## src/rtl/colocar_barcos.sv

```systemverilog
// Ship placement stage: cursor movement, rotation and validated placement of ships 1..N on a 5x5 board.
// Optional VISTA_PREVIA_EN overlays the current ship at the cursor onto vista while placing.
module colocar_barcos (
   input  logic        clk,
   input  logic        reset,
   input  logic [2:0]  cantidadBarcosSeleccionada,
   input  logic        seleccionListo,
   input  logic        btnArriba,
   input  logic        btnAbajo,
   input  logic        btnIzquierda,
   input  logic        btnDerecha,
   input  logic        btnRotar,
   input  logic        btnColocar,
   output logic [24:0] tablero,
   output logic [2:0]  fila,
   output logic [2:0]  columna,
   output logic        orientacion,
   output logic [2:0]  barcosColocados,
   output logic        colocacionLista,
   output logic        errorColocacion,
   output logic [24:0] vista
);

   localparam int unsigned DIM      = 5;
   localparam int unsigned N_CELDAS = DIM * DIM;
   localparam int unsigned POS_W    = 3;
   localparam int unsigned N_BTN    = 6;
   localparam int unsigned MAX_BAR  = 5;

   // Button vector bit positions
   localparam int unsigned B_DER = 0;
   localparam int unsigned B_IZQ = 1;
   localparam int unsigned B_ABA = 2;
   localparam int unsigned B_ARR = 3;
   localparam int unsigned B_ROT = 4;
   localparam int unsigned B_COL = 5;

   typedef enum logic [1:0] {
      ESPERA    = 2'd0,
      COLOCANDO = 2'd1,
      VALIDAR   = 2'd2,
      LISTO     = 2'd3
   } estado_t;

   estado_t             estado_q, estado_d;
   logic [N_CELDAS-1:0] tablero_q, tablero_d;
   logic [POS_W-1:0]    fila_q, fila_d;
   logic [POS_W-1:0]    columna_q, columna_d;
   logic                orient_q, orient_d;
   logic [POS_W-1:0]    barcos_q, barcos_d;
   logic [POS_W-1:0]    cantidad_q, cantidad_d;
   logic                lista_q, lista_d;
   logic                error_q, error_d;
   logic [N_BTN-1:0]    btn_q, btn_d;

   logic [N_BTN-1:0]    btn_c;
   logic [N_BTN-1:0]    flanco_c;
   logic [POS_W-1:0]    largo_c;
   logic [N_CELDAS-1:0] mascara_c;
   logic                encaja_c;
   logic [POS_W-1:0]    barcos_nuevo_c;

   // Cells covered by a ship of length len anchored at (f,c); out-of-board cells are dropped
   function automatic logic [N_CELDAS-1:0] mascara_barco(
      input logic [POS_W-1:0] f,
      input logic [POS_W-1:0] c,
      input logic             o,
      input logic [POS_W-1:0] len
   );
      logic [N_CELDAS-1:0] m;
      int unsigned r;
      int unsigned k;
      m = '0;
      for (int unsigned i = 0; i < DIM; i++) begin
         r = 32'(f) + (o ? i : 32'd0);
         k = 32'(c) + (o ? 32'd0 : i);
         if ((i < 32'(len)) && (r < DIM) && (k < DIM)) begin
            m[5'(r * DIM + k)] = 1'b1;
         end
      end
      return m;
   endfunction

   assign btn_c    = {btnColocar, btnRotar, btnArriba, btnAbajo, btnIzquierda, btnDerecha};
   assign flanco_c = btn_c & ~btn_q;
   assign largo_c  = barcos_q + 3'd1;

   // Placement legality: ship end stays on the board and no cell is already occupied
   always_comb begin
      logic dentro;
      mascara_c = mascara_barco(fila_q, columna_q, orient_q, largo_c);
      if (orient_q) begin
         dentro = (4'(fila_q) + 4'(largo_c)) <= 4'(DIM);
      end else begin
         dentro = (4'(columna_q) + 4'(largo_c)) <= 4'(DIM);
      end
      encaja_c = dentro && ((mascara_c & tablero_q) == '0);
   end

   assign barcos_nuevo_c = barcos_q + 3'd1;

   // Next-state and output logic
   always_comb begin
      estado_d   = estado_q;
      tablero_d  = tablero_q;
      fila_d     = fila_q;
      columna_d  = columna_q;
      orient_d   = orient_q;
      barcos_d   = barcos_q;
      cantidad_d = cantidad_q;
      lista_d    = lista_q;
      error_d    = 1'b0;
      btn_d      = btn_c;

      case (estado_q)
         ESPERA: begin
            if (seleccionListo && (cantidadBarcosSeleccionada != 3'd0) &&
                (cantidadBarcosSeleccionada <= 3'(MAX_BAR))) begin
               cantidad_d = cantidadBarcosSeleccionada;
               estado_d   = COLOCANDO;
            end
         end
         COLOCANDO: begin
            // error is registered here so its pulse lines up with the VALIDAR cycle
            if (flanco_c[B_COL]) begin
               error_d  = ~encaja_c;
               estado_d = VALIDAR;
            end else if (flanco_c[B_ROT]) begin
               orient_d = ~orient_q;
            end else if (flanco_c[B_ARR]) begin
               if (fila_q != 3'd0) fila_d = fila_q - 3'd1;
            end else if (flanco_c[B_ABA]) begin
               if (fila_q != 3'(DIM - 1)) fila_d = fila_q + 3'd1;
            end else if (flanco_c[B_IZQ]) begin
               if (columna_q != 3'd0) columna_d = columna_q - 3'd1;
            end else if (flanco_c[B_DER]) begin
               if (columna_q != 3'(DIM - 1)) columna_d = columna_q + 3'd1;
            end
         end
         VALIDAR: begin
            if (encaja_c) begin
               tablero_d = tablero_q | mascara_c;
               barcos_d  = barcos_nuevo_c;
               fila_d    = 3'd0;
               columna_d = 3'd0;
               orient_d  = 1'b0;
               if (barcos_nuevo_c == cantidad_q) begin
                  estado_d = LISTO;
                  lista_d  = 1'b1;
               end else begin
                  estado_d = COLOCANDO;
               end
            end else begin
               estado_d = COLOCANDO;
            end
         end
         LISTO: begin
            lista_d = 1'b1;
         end
      endcase
   end

   always_ff @(posedge clk or negedge reset) begin
      if (!reset) begin
         estado_q   <= ESPERA;
         tablero_q  <= '0;
         fila_q     <= '0;
         columna_q  <= '0;
         orient_q   <= 1'b0;
         barcos_q   <= '0;
         cantidad_q <= '0;
         lista_q    <= 1'b0;
         error_q    <= 1'b0;
         btn_q      <= '0;
      end else begin
         estado_q   <= estado_d;
         tablero_q  <= tablero_d;
         fila_q     <= fila_d;
         columna_q  <= columna_d;
         orient_q   <= orient_d;
         barcos_q   <= barcos_d;
         cantidad_q <= cantidad_d;
         lista_q    <= lista_d;
         error_q    <= error_d;
         btn_q      <= btn_d;
      end
   end

`ifdef VISTA_PREVIA_EN
   logic [N_CELDAS-1:0] vista_q, vista_d;

   // Preview is built from next-state values so it stays aligned with the registered cursor
   always_comb begin
      vista_d = tablero_d;
      if (estado_d == COLOCANDO) begin
         vista_d = tablero_d | mascara_barco(fila_d, columna_d, orient_d, barcos_d + 3'd1);
      end
   end

   always_ff @(posedge clk or negedge reset) begin
      if (!reset) begin
         vista_q <= '0;
      end else begin
         vista_q <= vista_d;
      end
   end

   assign vista = vista_q;
`else
   assign vista = tablero_q;
`endif

   assign tablero         = tablero_q;
   assign fila            = fila_q;
   assign columna         = columna_q;
   assign orientacion     = orient_q;
   assign barcosColocados = barcos_q;
   assign colocacionLista = lista_q;
   assign errorColocacion = error_q;

endmodule

```

## config.mk

```make
export PLATFORM = sky130hd
export DESIGN_NAME = colocar_barcos
export DESIGN_NICKNAME = d
export VERILOG_FILES = /design/src/rtl/colocar_barcos.sv
export SDC_FILE = /design/constraint.sdc
export NUM_CORES = 1
export LEC_CHECK = 0
export CORE_MARGIN = 2
export CORE_UTILIZATION = 25
export CTS_CLUSTER_SIZE = 30
export DETAILED_ROUTE_END_ITERATION = 8
export MAX_ROUTING_LAYER = met4
export PLACE_DENSITY = 0.51
export SLEW_MARGIN = 20
export SYNTH_ARGS = -nofsm -noshare
export SYNTH_HDL_FRONTEND = slang
export SYNTH_SLANG_ARGS = --single-unit
```

## constraint.sdc

```tcl
create_clock -name clk -period 11.4 [get_ports clk]
set_input_delay 2.28 -clock clk [delete_from_list [all_inputs] [get_ports clk]]
set_output_delay 2.28 -clock clk [all_outputs]
set_load 0.05 [all_outputs]
```

==> results.ini <==
[status]
status = completed

[clock_tree]
htreeDepth = 2
cts_max_path_buffers = 2
cts_made_buffers = 5
post_cts_resized = 0
postCtsHoldBufs = 0
root_buffer = clkbuf_16
cts_tree = done
cts_setup_buffers = 0
clk_latency_ns = 0.30
clk_pin_slew_ns = 0.07
cts.sinks = 48

[global_route]
antenna_found_initial = 0
grt_overflow_total = 0
grt_max_degree = 49
grt_pass1_wl_um = 26100
first_global_vias = 4735
grt_use_total_pct = 15.3

[finish]
final_cell_mix = 72 x clkdlybuf4s50_1, 54 x ha_1, 51 x nand2_1, 50 x nor2_1, 48 x dfrtp_1
fillers = 2224
final_nets = 755
layout_commonest_cell = clkdlybuf4s50_1
stdcell_area_um2 = 6320
diodes = 0
final_layout_size_suffix_gt1_share_pct = 5.33
area_growth_syn_to_layout_pct = 18.4

[timing]
rsz0062_at_grt = no
setup_ws_ns = 5.37
setup_tns_ns = 0
hold-worst-slack_ns = 0.522
max_freq_mhz = 166
final.period_utilization_pct = 52.9
report.final.slew_viol_count = 0
finalSetupViolCount = 0
max_slew_margin_pct = 46.0
worstMarginPinSlew_ns = 0.807
hold_violations = 0
finClkSkew_ns = 0.00672
fin_crit_ns = 6.03

[hold_path]
min_path_type = reg -> reg

[detailed_routing]
wire_per_inst_um = 17.3
drc_errors = 0
via_count = 4866
dr.first_iter.drc_count = 313
drt-total-wl_um = 16400
vias_per_cell = 5.12
ant_nets = 0
first_pass_iters = 5

[yosys]
synth_top_flop_cell = dfrtp_1
synth_top_area_share_pct = 22.5
netlist_area_um2 = 5340
synth_warnings = 0
synth_area_leaders = dfrtp_1 22%, ha_1 13%, fa_1 5.2%
synth_nets = 715
ys_seq_area_share_pct = 22.5
synthCells = 635
syn_area_per_cell_um2 = 8.41
synth_edf_count = 0
ys_ff_latch = 48
synth_cell_types = 70
async_reset_ff_share_pct = 100
yosysTopAreaCell = dfrtp_1

[floorplan]
core.rowCount = 53
start_util_pct = 25.4
boundaryPins = 74
die_area_um2 = 22600
die_w_um = 150
core-area_um2 = 21000
die_height_um = 150

[critical_path]
crit_type = reg -> reg
path_cells = ha_1 -> a21oi_2 -> xnor2_1 -> ha_1 -> ha_1 -> ha_1 -> a21o_1 -> a21oi_1 -> xor2_1 -> or3_1 -> nand4_1 -> a221oi_1 -> o2111ai_1 -> nor4_4 -> nand2_1 -> mux2_1
cp_slowest_cell = dfrtp_1
required_ns = 11.58
cp.arrival_ns = 6.21
critPathMaxStageDelay_ns = 0.79
crit_path_max_fanout = 21
crit_family = adder cells
cpMostUsedCell = ha_1
start_kind = flip-flop
crit_buf_inv = 0
crit_path_end_kind = flip-flop

[run]
max_cap_viol_count = 0

[placed_design]
place_congestion = 0.975
dp_hpwl_um = 13500
port_buffers = 73
placed_area_um2 = 6160
place_ws_ns = 5.43

synth_stat cells (3+ instances only):
cell type,instances
ha_1,54
nand2_1,51
nor2_1,50
dfrtp_1,48
inv_1,46
nand3_1,31
nor3_1,30
buf_4,25
a21oi_1,21
xor2_1,19
o21ai_0,18
xnor2_1,18
fa_1,14
nand4_1,13
o211ai_1,12
o21bai_1,11
nand2b_1,10
o221ai_1,10
clkbuf_1,9
o21ai_1,9
o22ai_1,9
o31ai_1,9
nor2b_1,8
a31o_2,7
and2_1,7
o2111ai_1,7
a32oi_1,6
nor4_1,6
a21o_1,5
buf_2,5
or3_1,5
a22oi_1,4
mux2_2,4
a211oi_1,3
a221oi_1,3
a31oi_1,3
and3_1,3
nand3b_1,3
state kept, by name, indices dropped and copies added (netlist names):
signal           cells
tablero             25
fila                 3
btn_q                6
columna              3
barcosColocados      3
estado_q             2
colocacionLista      1
orientacion          1
cantidad_q           3
errorColocacion      1
worst paths after layout:
check                                              from                              to  slack (ns)  cells after the start
worst min-delay path            tablero[19]$_DFFE_PN0P_         tablero[19]$_DFFE_PN0P_        0.52                      2
min in group asynchronous                         reset         tablero[23]$_DFFE_PN0P_        2.06                      2
max in group asynchronous                         reset       errorColocacion$_DFF_PN0_        8.89                      2
worst min register to register  tablero[19]$_DFFE_PN0P_         tablero[19]$_DFFE_PN0P_        0.52                      2
worst max-delay path                fila[1]$_DFFE_PN0P_  barcosColocados[1]$_DFFE_PN0P_        5.37                     16
worst max register to register      fila[1]$_DFFE_PN0P_  barcosColocados[1]$_DFFE_PN0P_        5.37                     16
worst reg2reg max path, stage by stage, from the launching register on:
cell and delay, ns:
dfrtp_1 0.79, ha_1 0.43, a21oi_2 0.25, xnor2_1 0.26, ha_1 0.33, ha_1 0.31, ha_1 0.29, a21o_1 0.17
a21oi_1 0.29, xor2_1 0.39, or3_1 0.19, nand4_1 0.16, a221oi_1 0.31, o2111ai_1 0.26, nor4_4 0.39, nand2_1 0.59
mux2_1 0.50
layer usage:
metal,part of all wire [%],global-route usage (%)
met2,46,24.4
met3,3.9,1.97
met4,2.3,3.87
met5,0,-
met1,48,20.6
metrics by stage:
| step | std cells | utilization (%) |
|---|---|---|
| floorplan | 635 | - |
| global placement | 943 | 29.3 |
| detailed placement | 943 | 29.3 |
| CTS | 951 | 30.1 |
| global route | 951 | 30.1 |
| finish | 951 | 30.1 |
logic make-up after synthesis:
kind of cell | synth area share [%]
XOR/XNOR | 7.52
adder cells (fa/ha/maj) | 17.9
multiplexers | 1.05
flip-flops | 22.5
buffers and inverters | 8.20
AND/OR/NAND/NOR | 22.0
AO/OA/AOI/OAI | 20.9
final cells by class:
| class | count | area (um2) | share of cell area (%) |
|---|---|---|---|
| Clock buffer | 5 | 125 | 1.98 |
| Clock inverter | 3 | 42.5 | 0.673 |
| Inverter | 47 | 176 | 2.79 |
| Multi-Input combinational cell | 499 | 3700 | 58.5 |
| Sequential cell | 48 | 1200 | 19.0 |
| Tap cell | 275 | 344 | 5.44 |
| Timing Repair Buffer | 74 | 733 | 11.6 |
Power is left out: the tool's default activity adds up to more than one toggle a clock period on the data nets, which glitch-free logic cannot reach.
